$ cat src/rtl/mult8_pkg.sv
// Shared definitions for the sequential 8x8 shift-and-add multiplier.
//   OP_W   : operand width, fixed by the ripple-carry adder
//   PROD_W : product width
//   CNT_W  : iteration counter width (counts OP_W iterations)
//   mult_state_t : controller states
package mult8_pkg;

  localparam int OP_W   = 8;
  localparam int PROD_W = 16;
  localparam int CNT_W  = 3;

  typedef enum logic [1:0] {
    IDLE = 2'd0,
    CALC = 2'd1,
    DONE = 2'd2
  } mult_state_t;

  // Counter value at which the final iteration is performed.
  localparam logic [CNT_W-1:0] LAST_CNT = CNT_W'(OP_W - 1);

endpackage

$ cat src/rtl/shift_add_mult8_rca8.sv
// 8-bit ripple-carry adder: a chain of full adders, carry rippling from
// bit 0 to bit 7.
//   a, b : addends
//   cin  : carry into bit 0
//   sum  : low 8 bits of a + b + cin
//   cout : carry out of bit 7
module rca8
  import mult8_pkg::*;
(
  input  logic [OP_W-1:0] a,
  input  logic [OP_W-1:0] b,
  input  logic            cin,
  output logic [OP_W-1:0] sum,
  output logic            cout
);

  logic [OP_W:0] c;

  assign c[0] = cin;

  for (genvar i = 0; i < OP_W; i++) begin : g_fa
    assign sum[i]  = a[i] ^ b[i] ^ c[i];
    assign c[i+1]  = (a[i] & b[i]) | (c[i] & (a[i] ^ b[i]));
  end

  assign cout = c[OP_W];

endmodule

$ cat src/rtl/shift_add_mult8.sv
// Sequential 8x8 unsigned shift-and-add multiplier built around the 8-bit
// ripple-carry adder. One iteration per clock; the product {acc, mq} is
// ready 8 cycles after the operands are accepted.
//   clk       : clock, rising edge
//   rst_n     : synchronous active-low reset, clears every register
//   in_valid  : operand pair (a, b) valid
//   in_ready  : block can accept operands (IDLE and not in reset)
//   a, b      : multiplicand and multiplier, unsigned
//   out_valid : product valid (DONE)
//   out_ready : sink accepts product
//   product   : a * b
//   busy      : operation in progress (CALC or DONE)
module shift_add_mult8
  import mult8_pkg::*;
(
  input  logic              clk,
  input  logic              rst_n,
  input  logic              in_valid,
  output logic              in_ready,
  input  logic [OP_W-1:0]   a,
  input  logic [OP_W-1:0]   b,
  output logic              out_valid,
  input  logic              out_ready,
  output logic [PROD_W-1:0] product,
  output logic              busy
);

  mult_state_t       state, state_nxt;
  logic [OP_W-1:0]   mcand;
  logic [OP_W-1:0]   acc;
  logic [OP_W-1:0]   mq;
  logic [CNT_W-1:0]  cnt;

  logic [OP_W-1:0]   add_sum;
  logic              add_cout;
  logic              accept;

  // One shift-and-add step: the low multiplier bit selects whether the
  // adder result (with its carry as the 9th bit) or the unchanged
  // accumulator is shifted down into {acc, mq}.
  function automatic logic [PROD_W-1:0] shift_step(
    input logic              use_sum,
    input logic              carry,
    input logic [OP_W-1:0]   sum_v,
    input logic [OP_W-1:0]   acc_v,
    input logic [OP_W-1:0]   mq_v
  );
    if (use_sum)
      return {carry, sum_v, mq_v[OP_W-1:1]};
    else
      return {1'b0, acc_v, mq_v[OP_W-1:1]};
  endfunction

  rca8 u_rca8 (
    .a    (acc),
    .b    (mcand),
    .cin  (1'b0),
    .sum  (add_sum),
    .cout (add_cout)
  );

  assign in_ready  = (state == IDLE) && rst_n;
  assign out_valid = (state == DONE);
  assign busy      = (state != IDLE);
  assign product   = {acc, mq};
  assign accept    = in_valid && in_ready;

  // ---- controller state register ----
  always_ff @(posedge clk) begin
    if (!rst_n)
      state <= IDLE;
    else
      state <= state_nxt;
  end

  always_comb begin
    state_nxt = state;
    unique case (state)
      IDLE: if (accept)          state_nxt = CALC;
      CALC: if (cnt == LAST_CNT) state_nxt = DONE;
      DONE: if (out_ready)       state_nxt = IDLE;
      default:                   state_nxt = IDLE;
    endcase
  end

  // ---- datapath: operand load, iterate, hold ----
  always_ff @(posedge clk) begin
    if (!rst_n) begin
      mcand <= '0;
      acc   <= '0;
      mq    <= '0;
      cnt   <= '0;
    end else begin
      unique case (state)
        IDLE: begin
          if (accept) begin
            mcand <= a;
            mq    <= b;
            acc   <= '0;
            cnt   <= '0;
          end
        end
        CALC: begin
          {acc, mq} <= shift_step(mq[0], add_cout, add_sum, acc, mq);
          cnt       <= cnt + CNT_W'(1);
        end
        default: ;  // DONE holds the product until the sink takes it
      endcase
    end
  end

endmodule

$ cat config.mk
export PLATFORM = sky130hd
export DESIGN_NAME = shift_add_mult8
export DESIGN_NICKNAME = d
export VERILOG_FILES = /design/src/rtl/mult8_pkg.sv /design/src/rtl/shift_add_mult8_rca8.sv /design/src/rtl/shift_add_mult8.sv
export SDC_FILE = /design/constraint.sdc
export NUM_CORES = 1
export LEC_CHECK = 0
export ABC_CLOCK_PERIOD_IN_PS = 3650
export CORE_MARGIN = 2
export CORE_UTILIZATION = 44
export DETAILED_ROUTE_END_ITERATION = 16
export PLACE_DENSITY = 0.75
export SLEW_MARGIN = 20
export SYNTH_ARGS = -nofsm -noshare
export SYNTH_HDL_FRONTEND = slang
export SYNTH_SLANG_ARGS = --single-unit
$ cat constraint.sdc
create_clock -name clk -period 3.65 [get_ports clk]
set_input_delay 0.73 -clock clk [delete_from_list [all_inputs] [get_ports clk]]
set_output_delay 0.73 -clock clk [all_outputs]
set_load 0.005 [all_outputs]
==> flow_summary.toml, run 1 <==
[status]
status = "completed"

[placement]
port_buffers = 38
hpwlAfterDp_um = 2420
place_area_um2 = 1930
routabilityCongestion = 0.745
pre_cts_ws_ps = -34.7

[timing]
slew_violations = 0
max_freq_mhz = 284
fin_ws_ps = 131
fin_crit_ps = 3520
setup_viol = 0
timing.slew.headroom_pct = 43.8
fin_skew_ps = 2.95
finalSetupTns_ps = 0
finalHoldViolCount = 0
period_share_pct = 96.4
worst_slew_pin_slew_ps = 843

[route]
wirelength_um = 3520
num_vias = 1344
dr.pass1.iters = 4
wire_per_inst_um = 13.7
drc_errors = 0
drtAntennaViolNets = 0
drtIter0Drc = 43
routed_via_density = 5.23

[floorplanning]
die_y_um = 63.3
dieArea_um2 = 4010
ioPinCount = 39
coreArea_um2 = 3360
die_x_um = 63.3
start_util_pct = 46.0
num_rows = 21

[setup_path]
cp_slowest_stage_delay_ps = 420
end_kind = "flop"
crit_arrival_ps = 3740
cp_slowest_cell = "fa_1"
path_delay_family = "adder cells"
timing.critical_path.buf_inv = 4
critPathMaxFanout = 2
crit_top_cell = "fa_2"
cp-start-kind = "flop"
crit_chain = "ha_1, inv_1, fa_2, fa_2, fa_2, fa_1, inv_1, fa_1, inv_1, fa_2, inv_2, fa_1, mux2_2, nand2_1, a21oi_1"
critPathRequiredTime_ps = 3870
critical_path_class = "reg -> reg"

[power]
powerDensity_nw_per_um2 = 339
leakage_nw = 0.740
irDropWorstVdd_mv = 0.184
p_total_w = 0.000676

[synthesis]
synth_seq_cells = 29
synth_ff_type = "dfxtp_1"
avgSynthCellArea_um2 = 9.00
synth-edff-count = 0
synth_common_cells = "29 x dfxtp_1, 20 x nand2_1, 17 x inv_1"
synth-async-reset-ratio_pct = 0
synth.most_common_cell = "dfxtp_1"
synth_area_um2 = 1550
yosys.area.top_type_share_pct = 37.5
synth.yosys.seq_area_share_pct = 37.5
synthCells = 172
syn_nets = 202
synth_cell_types = 30
yosys_warnings = 0
netlist_top_cells_area = "dfxtp_1 38%, fa_1 9.1%, nor3_2 9.1%"
synth_top_cell_by_area = "dfxtp_1"

[clock_network]
hold_buffers = 0
tritoncts = "done"
cts_made_buffers = 5
clock-root-buffer = "clkbuf_4"
cts_htree_levels = 2
clkLatencyLatePin_ps = 330
max-clock-path-buffers = 2
cts.clk_slew.worst_paths_ps = 90
numClockSinks = 29

[global_routing]
grt_pass1_vias = 1326
overflow = 0
grt_max_degree = 22
grt_pass1_wl_um = 5890
antenna_found_initial = 0
grt.total_usage_pct = 19.0

[job]
cap_violations = 0

[finish]
antennaDiodeCount = 0
synthToLayoutAreaGrowth_pct = 29.0
nets = 240
final_area_um2 = 2000
drive_gt1_share_pct = 17.5

[worst_hold_path]
hp-class = "reg -> reg"
flip-flops by register name (all words and copies together) (netlist names):
name,count
mq,8
state,2
cnt,3
acc,8
mcand,8
layout by cell type, fill, tap and decap left out, types with 3 or more instances in the layout:
master	netlist	final
o211ai_1	5	5
fa_2	0	4
buf_4	4	6
inv_1	17	16
nand2_1	20	20
o31ai_1	5	5
dfxtp_1	29	27
clkdlybuf4s50_1	0	38
nand3_1	15	15
o21ai_0	7	7
clkbuf_4	1	5
a21oi_1	11	11
nor3_2	14	14
fa_1	7	3
nor2_1	10	10
clkbuf_1	4	3
ha_1	3	3
layer usage:
layer / part of all wire, % / vias up / global-route usage, %
li1: - / 652 / -
met1: 41 / 640 / 21.0
met2: 50 / 42 / 32.3
met3: 5.9 / 10 / 6.79
met4: 2.7 / 0 / 8.97
met5: 0 / - / 0
kinds of logic (layout without fill, tap and decap cells):
family	after synthesis	after routing	synth area share, %
muxes	3	3	2.10
DFF	29	29	37.5
and+or+nand+nor	70	70	27.0
AOI/OAI and AO/OA	30	30	11.6
buffers and inverters	30	69	10.3
adders and majority gates	10	10	11.5
worst register-to-register path: stages, from the launching register on:
cell and delay, ps:
dfxtp_2 340, ha_1 150, inv_1 50, fa_2 340, fa_2 340, fa_2 340, fa_1 360, inv_1 70
fa_1 150, inv_1 50, fa_2 330, inv_2 60, fa_1 420, mux2_2 270, nand2_1 60, a21oi_1 80
layout make-up:
| type | instances | area, um2 |
|---|---|---|
| Multi-Input combinational cell | 113 | 818 |
| Fill cell | 333 | 1370 |
| Sequential cell | 29 | 583 |
| Clock buffer | 8 | 48.8 |
| Tap cell | 46 | 57.6 |
| Timing Repair Buffer | 44 | 425 |
| Inverter | 17 | 63.8 |
timing repair:
item                                    in CTS  in global routing
pin swaps                                    0                  1
setup buffers                                0                  1
endpoints found under the setup margin       1                  1
gates resized for setup                      2                  5
path summary, 6_finish.rpt:
check | slack (ps) | from | endpoint | cells after the start
hold reg to reg | 470 | mcand[0] | mcand[0] | 2
setup reg to reg | 130 | acc[0] | acc[6] | 15
hold / removal | 470 | mcand[0] | mcand[0] | 2
setup / recovery | 130 | acc[0] | acc[6] | 15
report_power, final:
part / leakage (nW) / total [W] / switching, W / internal [W]
Combinational: 0.475 / 0.000139 / 0.0000665 / 0.0000727
Clock: 0.0265 / 0.000187 / 0.000111 / 0.0000766
Sequential: 0.238 / 0.000350 / 0.0000138 / 0.000336
Total: 0.740 / 0.000676 / 0.000191 / 0.000485
stage by stage:
step / hold WS [ps] / util [%] / std cells
final: 467 / 59.4 / 257
after CTS: 476 / 58.9 / 256
after floorplan: 438 / - / 172
after global placement: 451 / 57.3 / 248
after detailed placement: 454 / 57.3 / 248
after global routing: 485 / 59.4 / 257
No activity file was read; power rests on OpenSTA's default activity.
==> inputs of run 2 (changes only) <==
==> constraint.sdc (replaced) <==
create_clock -name clk -period 3.65 [get_ports clk]
set_input_delay 0.73 -clock clk [delete_from_list [all_inputs] [get_ports clk]]
set_output_delay 0.73 -clock clk [all_outputs]
set_load 0.01 [all_outputs]
==> flow_summary.toml, run 2 (same netlist as run 1, synthesis figures left out) <==
[route]
routed_via_density = 5.09
drtIter0Drc = 36
wire_per_inst_um = 13.1
dr.pass1.iters = 4
drc_errors = 0
wirelength_um = 3360
drtAntennaViolNets = 0
num_vias = 1308

[global_routing]
overflow = 0
grt_pass1_wl_um = 5480
grt_pass1_vias = 1255
grt.total_usage_pct = 17.4
antenna_found_initial = 0
grt_max_degree = 22

[finish]
antennaDiodeCount = 0
fill_cells = 323
regArea_um2 = 583
nets = 240
multi_input_area_um2 = 816
final_core_util_pct = 59.9
largestRegisters = "acc: 8 flops, mcand: 8 flops, mq: 8 flops"
layout_common_cells = "38 x clkdlybuf4s50_1, 27 x dfxtp_1, 20 x nand2_1"
synthToLayoutAreaGrowth_pct = 30.2
drive_gt1_share_pct = 18.0
layoutNonFillerInstCount = 257
final_common_cell = "clkdlybuf4s50_1"

[setup_path]
ff2ff_setup_slack_ps = 100
critPathRequiredTime_ps = 3880
cp_slowest_cell = "fa_1"
crit_start = "acc[0]"
end_kind = "flop"
r2r-end = "acc[6]"
timing.critical_path.buf_inv = 4
crit_arrival_ps = 3780
critical_path_class = "reg -> reg"
crit_chain = "ha_1, inv_1, fa_2, fa_2, fa_2, fa_1, inv_1, fa_1, inv_1, fa_1, inv_1, fa_1, mux2_2, nand2_1, a21oi_1"
cp_slowest_stage_delay_ps = 400
path_delay_family = "adder cells"
reg2reg_from = "acc[0]"
ff2ff_path_depth = 15
cp-start-kind = "flop"
critPathMaxFanout = 2

[worst_hold_path]
min_to = "mcand[0]"
hold_start = "mcand[0]"
whs_path_depth = 2
hp-class = "reg -> reg"

[timing]
fin_crit_ps = 3550
slew_violations = 0
fin_skew_ps = 6.93
finalSetupTns_ps = 0
timing.slew.headroom_pct = 42.5
rsz0062_at_grt = "yes"
max_freq_mhz = 282
worst_slew_pin_slew_ps = 862
setup_viol = 0
holdWs_ps = 472
period_share_pct = 97.2
finalHoldViolCount = 0

[clock_network]
tritoncts = "done"
cts_htree_levels = 2
numClockSinks = 29
clkLatencyLatePin_ps = 340
cts.clk_slew.worst_paths_ps = 100
cts_made_buffers = 5
clock-root-buffer = "clkbuf_4"
max-clock-path-buffers = 2

[floorplanning]
die_x_um = 63.3
dieArea_um2 = 4010
ioPinCount = 39
num_rows = 21
start_util_pct = 46.0
coreArea_um2 = 3360
die_y_um = 63.3

[power]
leakage_nw = 0.756
irDropWorstVdd_mv = 0.173
powerDensity_nw_per_um2 = 358

[placement]
hpwlAfterDp_um = 2360
routabilityCongestion = 0.745
dp_cells = 249
port_buffers = 38

[job]
cap_violations = 0

[status]
status = "completed"
## run 2: layer usage
| layer | up-vias | global-route usage (%) | share of wire [%] |
|---|---|---|---|
| met2 | 47 | 30.3 | 50 |
| li1 | 652 | - | - |
| met4 | 0 | 8.97 | 1.8 |
| met3 | 5 | 4.82 | 7.3 |
| met5 | - | 0 | 0 |
| met1 | 604 | 19.4 | 41 |
## run 2: stage by stage
stage	area (um2)	power (W)	setup WS, ps
floorplan	1550	0.000441	27.7
global placement	1940	0.000495	73.8
detailed placement	1940	0.000500	-55.5
CTS	2010	0.000731	40.4
global route	2020	0.000755	-43.3
finish	2020	0.000722	102
## run 2: worst max path at each step
stage                  end  slack (ps)  cells after the start
floorplan           acc[6]          30                     15
global placement    acc[6]          70                     15
detailed placement  acc[6]         -60                     15
CTS                 acc[6]          40                     15
global route        acc[6]         -40                     15
finish              acc[6]         100                     15
## run 2: final cells by class
cell class	count	share of cell area (%)
Timing Repair Buffer	44	21.1
Multi-Input combinational cell	113	40.5
Sequential cell	29	28.9
Clock buffer	7	3.23
Clock inverter	1	0.248
Inverter	17	3.17
Tap cell	46	2.86
## run 2: repair_timing
| action | in CTS | in global routing |
|---|---|---|
| setup endpoints to repair | 1 | 1 |
| resized for setup | 4 | 1 |
| hold buffers | 0 | 0 |
| buffers inserted | 0 | 0 |
## run 2: power breakdown
group          internal, W  switching [W]  leakage, nW  total (W)
Sequential        0.000336      0.0000135        0.238   0.000350
Clock             0.000111       0.000118       0.0413   0.000229
Combinational    0.0000728      0.0000702        0.476   0.000143
## run 2: tightest hold or removal path: cells and delay by family, from the launching register on
kind,cells,cell delay (ps)
and+or+nand+nor,2,110
DFF,1,330
==> inputs of run 3 (changes only) <==
--- a/config.mk
+++ b/config.mk
@@ -6,10 +6,12 @@
 export NUM_CORES = 1
 export LEC_CHECK = 0
 export ABC_CLOCK_PERIOD_IN_PS = 3650
+export CAP_MARGIN = 15
 export CORE_MARGIN = 2
-export CORE_UTILIZATION = 44
+export CORE_UTILIZATION = 46
+export CTS_BUF_LIST = sky130_fd_sc_hd__clkbuf_8
 export DETAILED_ROUTE_END_ITERATION = 16
-export PLACE_DENSITY = 0.75
+export PLACE_DENSITY = 0.78
 export SLEW_MARGIN = 20
 export SYNTH_ARGS = -nofsm -noshare
 export SYNTH_HDL_FRONTEND = slang
==> flow_summary.toml, run 3 (same netlist as run 1, synthesis figures left out) <==
[status]
status = "completed"

[placement]
dp_cells = 249
port_buffers = 38
place_area_um2 = 1940
routabilityCongestion = 0.773
hpwlAfterDp_um = 2170

[timing]
finalSetupTns_ps = 0
max_freq_mhz = 285
fin_crit_ps = 3510
worst_slew_pin_slew_ps = 834
holdWs_ps = 460
slew_violations = 0
setup_viol = 0
timing.slew.headroom_pct = 44.4
finalHoldViolCount = 0
rsz0062_at_grt = "yes"
period_share_pct = 96.2
fin_skew_ps = 5.63

[setup_path]
crit_start = "mcand[0]"
reg2reg_from = "mcand[0]"
critical_path_class = "reg -> reg"
cp-start-kind = "flop"
critPathRequiredTime_ps = 3820
critPathMaxFanout = 2
end_kind = "flop"
crit_arrival_ps = 3680

[finish]
layoutNonFillerInstCount = 256
layout_common_cells = "38 x clkdlybuf4s50_1, 27 x dfxtp_1, 20 x nand2_1"
multi_input_area_um2 = 816
drive_gt1_share_pct = 17.1
nets = 240
final_common_cell = "clkdlybuf4s50_1"
regArea_um2 = 583
final_area_um2 = 2030
synthToLayoutAreaGrowth_pct = 31.3
antennaDiodeCount = 0
fill_cells = 272
largestRegisters = "acc: 8 flops, mcand: 8 flops, mq: 8 flops"

[route]
met3_length_um = 200
wl_met1_um = 1480
drtIter0Drc = 65
route.met2.wl_um = 1560
num_vias = 1275
drtAntennaViolNets = 0
routed_via_density = 4.98
drc_errors = 0
wirelength_um = 3260
top_layer_used = "met4"
dr.pass1.iters = 4
wire_per_inst_um = 12.7

[global_routing]
grt_pass1_wl_um = 5030
grt.total_usage_pct = 18.3
grt_pass1_vias = 1134
overflow = 0
antenna_found_initial = 0
grt_max_degree = 22

[floorplanning]
dieArea_um2 = 3840
start_util_pct = 47.1
die_y_um = 62.0
num_rows = 21
ioPinCount = 39
coreArea_um2 = 3280
die_x_um = 62.0

[worst_hold_path]
hp-class = "reg -> reg"
hold_start = "mcand[0]"

[clock_network]
post_cts_buffers = 0
cts_made_buffers = 5
cts_htree_levels = 2
max-clock-path-buffers = 2
tritoncts = "done"
clock-root-buffer = "clkbuf_8"
cts.clk_slew.worst_paths_ps = 60
clkLatencyLatePin_ps = 290
numClockSinks = 29
hold_buffers = 0

[power]
leakage_nw = 0.763
irDropWorstVdd_mv = 0.179
powerDensity_nw_per_um2 = 371

[job]
cap_violations = 0
## run 3: cell count changes in the layout (fill, tap and decap cells not counted), sizes merged
| cell | before | now |
|---|---|---|
| clkbuf | 7 | 6 |
| clkinv | 1 | 0 |
| inv | 17 | 18 |
## run 3: area by class of cell
cell class                 instances  share of cell area [%]
tap                               46                    2.83
clock inverter                     1                   0.185
timing repair buffer              44                    20.9
clock buffer                       6                    4.06
inverter                          17                    3.14
sequential                        29                    28.7
multi-input combinational        113                    40.1
## run 3: what timing repair did
action | 4_1_cts | 5_1_grt
gates resized for setup | 1 | 4
pin swaps | 0 | 0
setup endpoints to repair | 1 | 1
## run 3: through the flow
step / total power [W] / setup WS, ps / utilization (%)
floorplan: 0.000441 / 27.7 / -
global placement: 0.000496 / 69.7 / 58.9
detailed placement: 0.000498 / 35.8 / 58.9
CTS: 0.000763 / 36.5 / 61.6
global route: 0.000794 / -33.8 / 61.9
finish: 0.000754 / 139 / 61.9
## run 3: path summary, 6_finish.rpt
kind / endpoint / slack, ps / cells past startpoint
hold reg to reg: mcand[0] / 460 / 2
setup / recovery: acc[6] / 140 / 15
setup reg to reg: acc[6] / 140 / 15
hold / removal: mcand[0] / 460 / 2
## run 3: where the power goes
group	switching [W]	internal, W
registers	0.0000132	0.000337
clock network	0.000117	0.000146
logic	0.0000688	0.0000726
## run 3: critical path: stages (launching register included)
cell     delay, ps
dfxtp_2        330
ha_1           130
inv_1           50
fa_2           330
fa_2           340
fa_2           340
fa_1           360
inv_1           70
fa_1           170
inv_1           50
fa_1           350
inv_1           70
fa_1           400
mux2_2         270
nand2_1         60
a21oi_1         70
## run 3: metal layers
metal | track usage (%) | vias to the layer above
li1 | - | 650
met1 | 22.8 | 586
met5 | 0 | -
met3 | 7.45 | 3
met4 | 6.99 | 0
met2 | 28.3 | 36
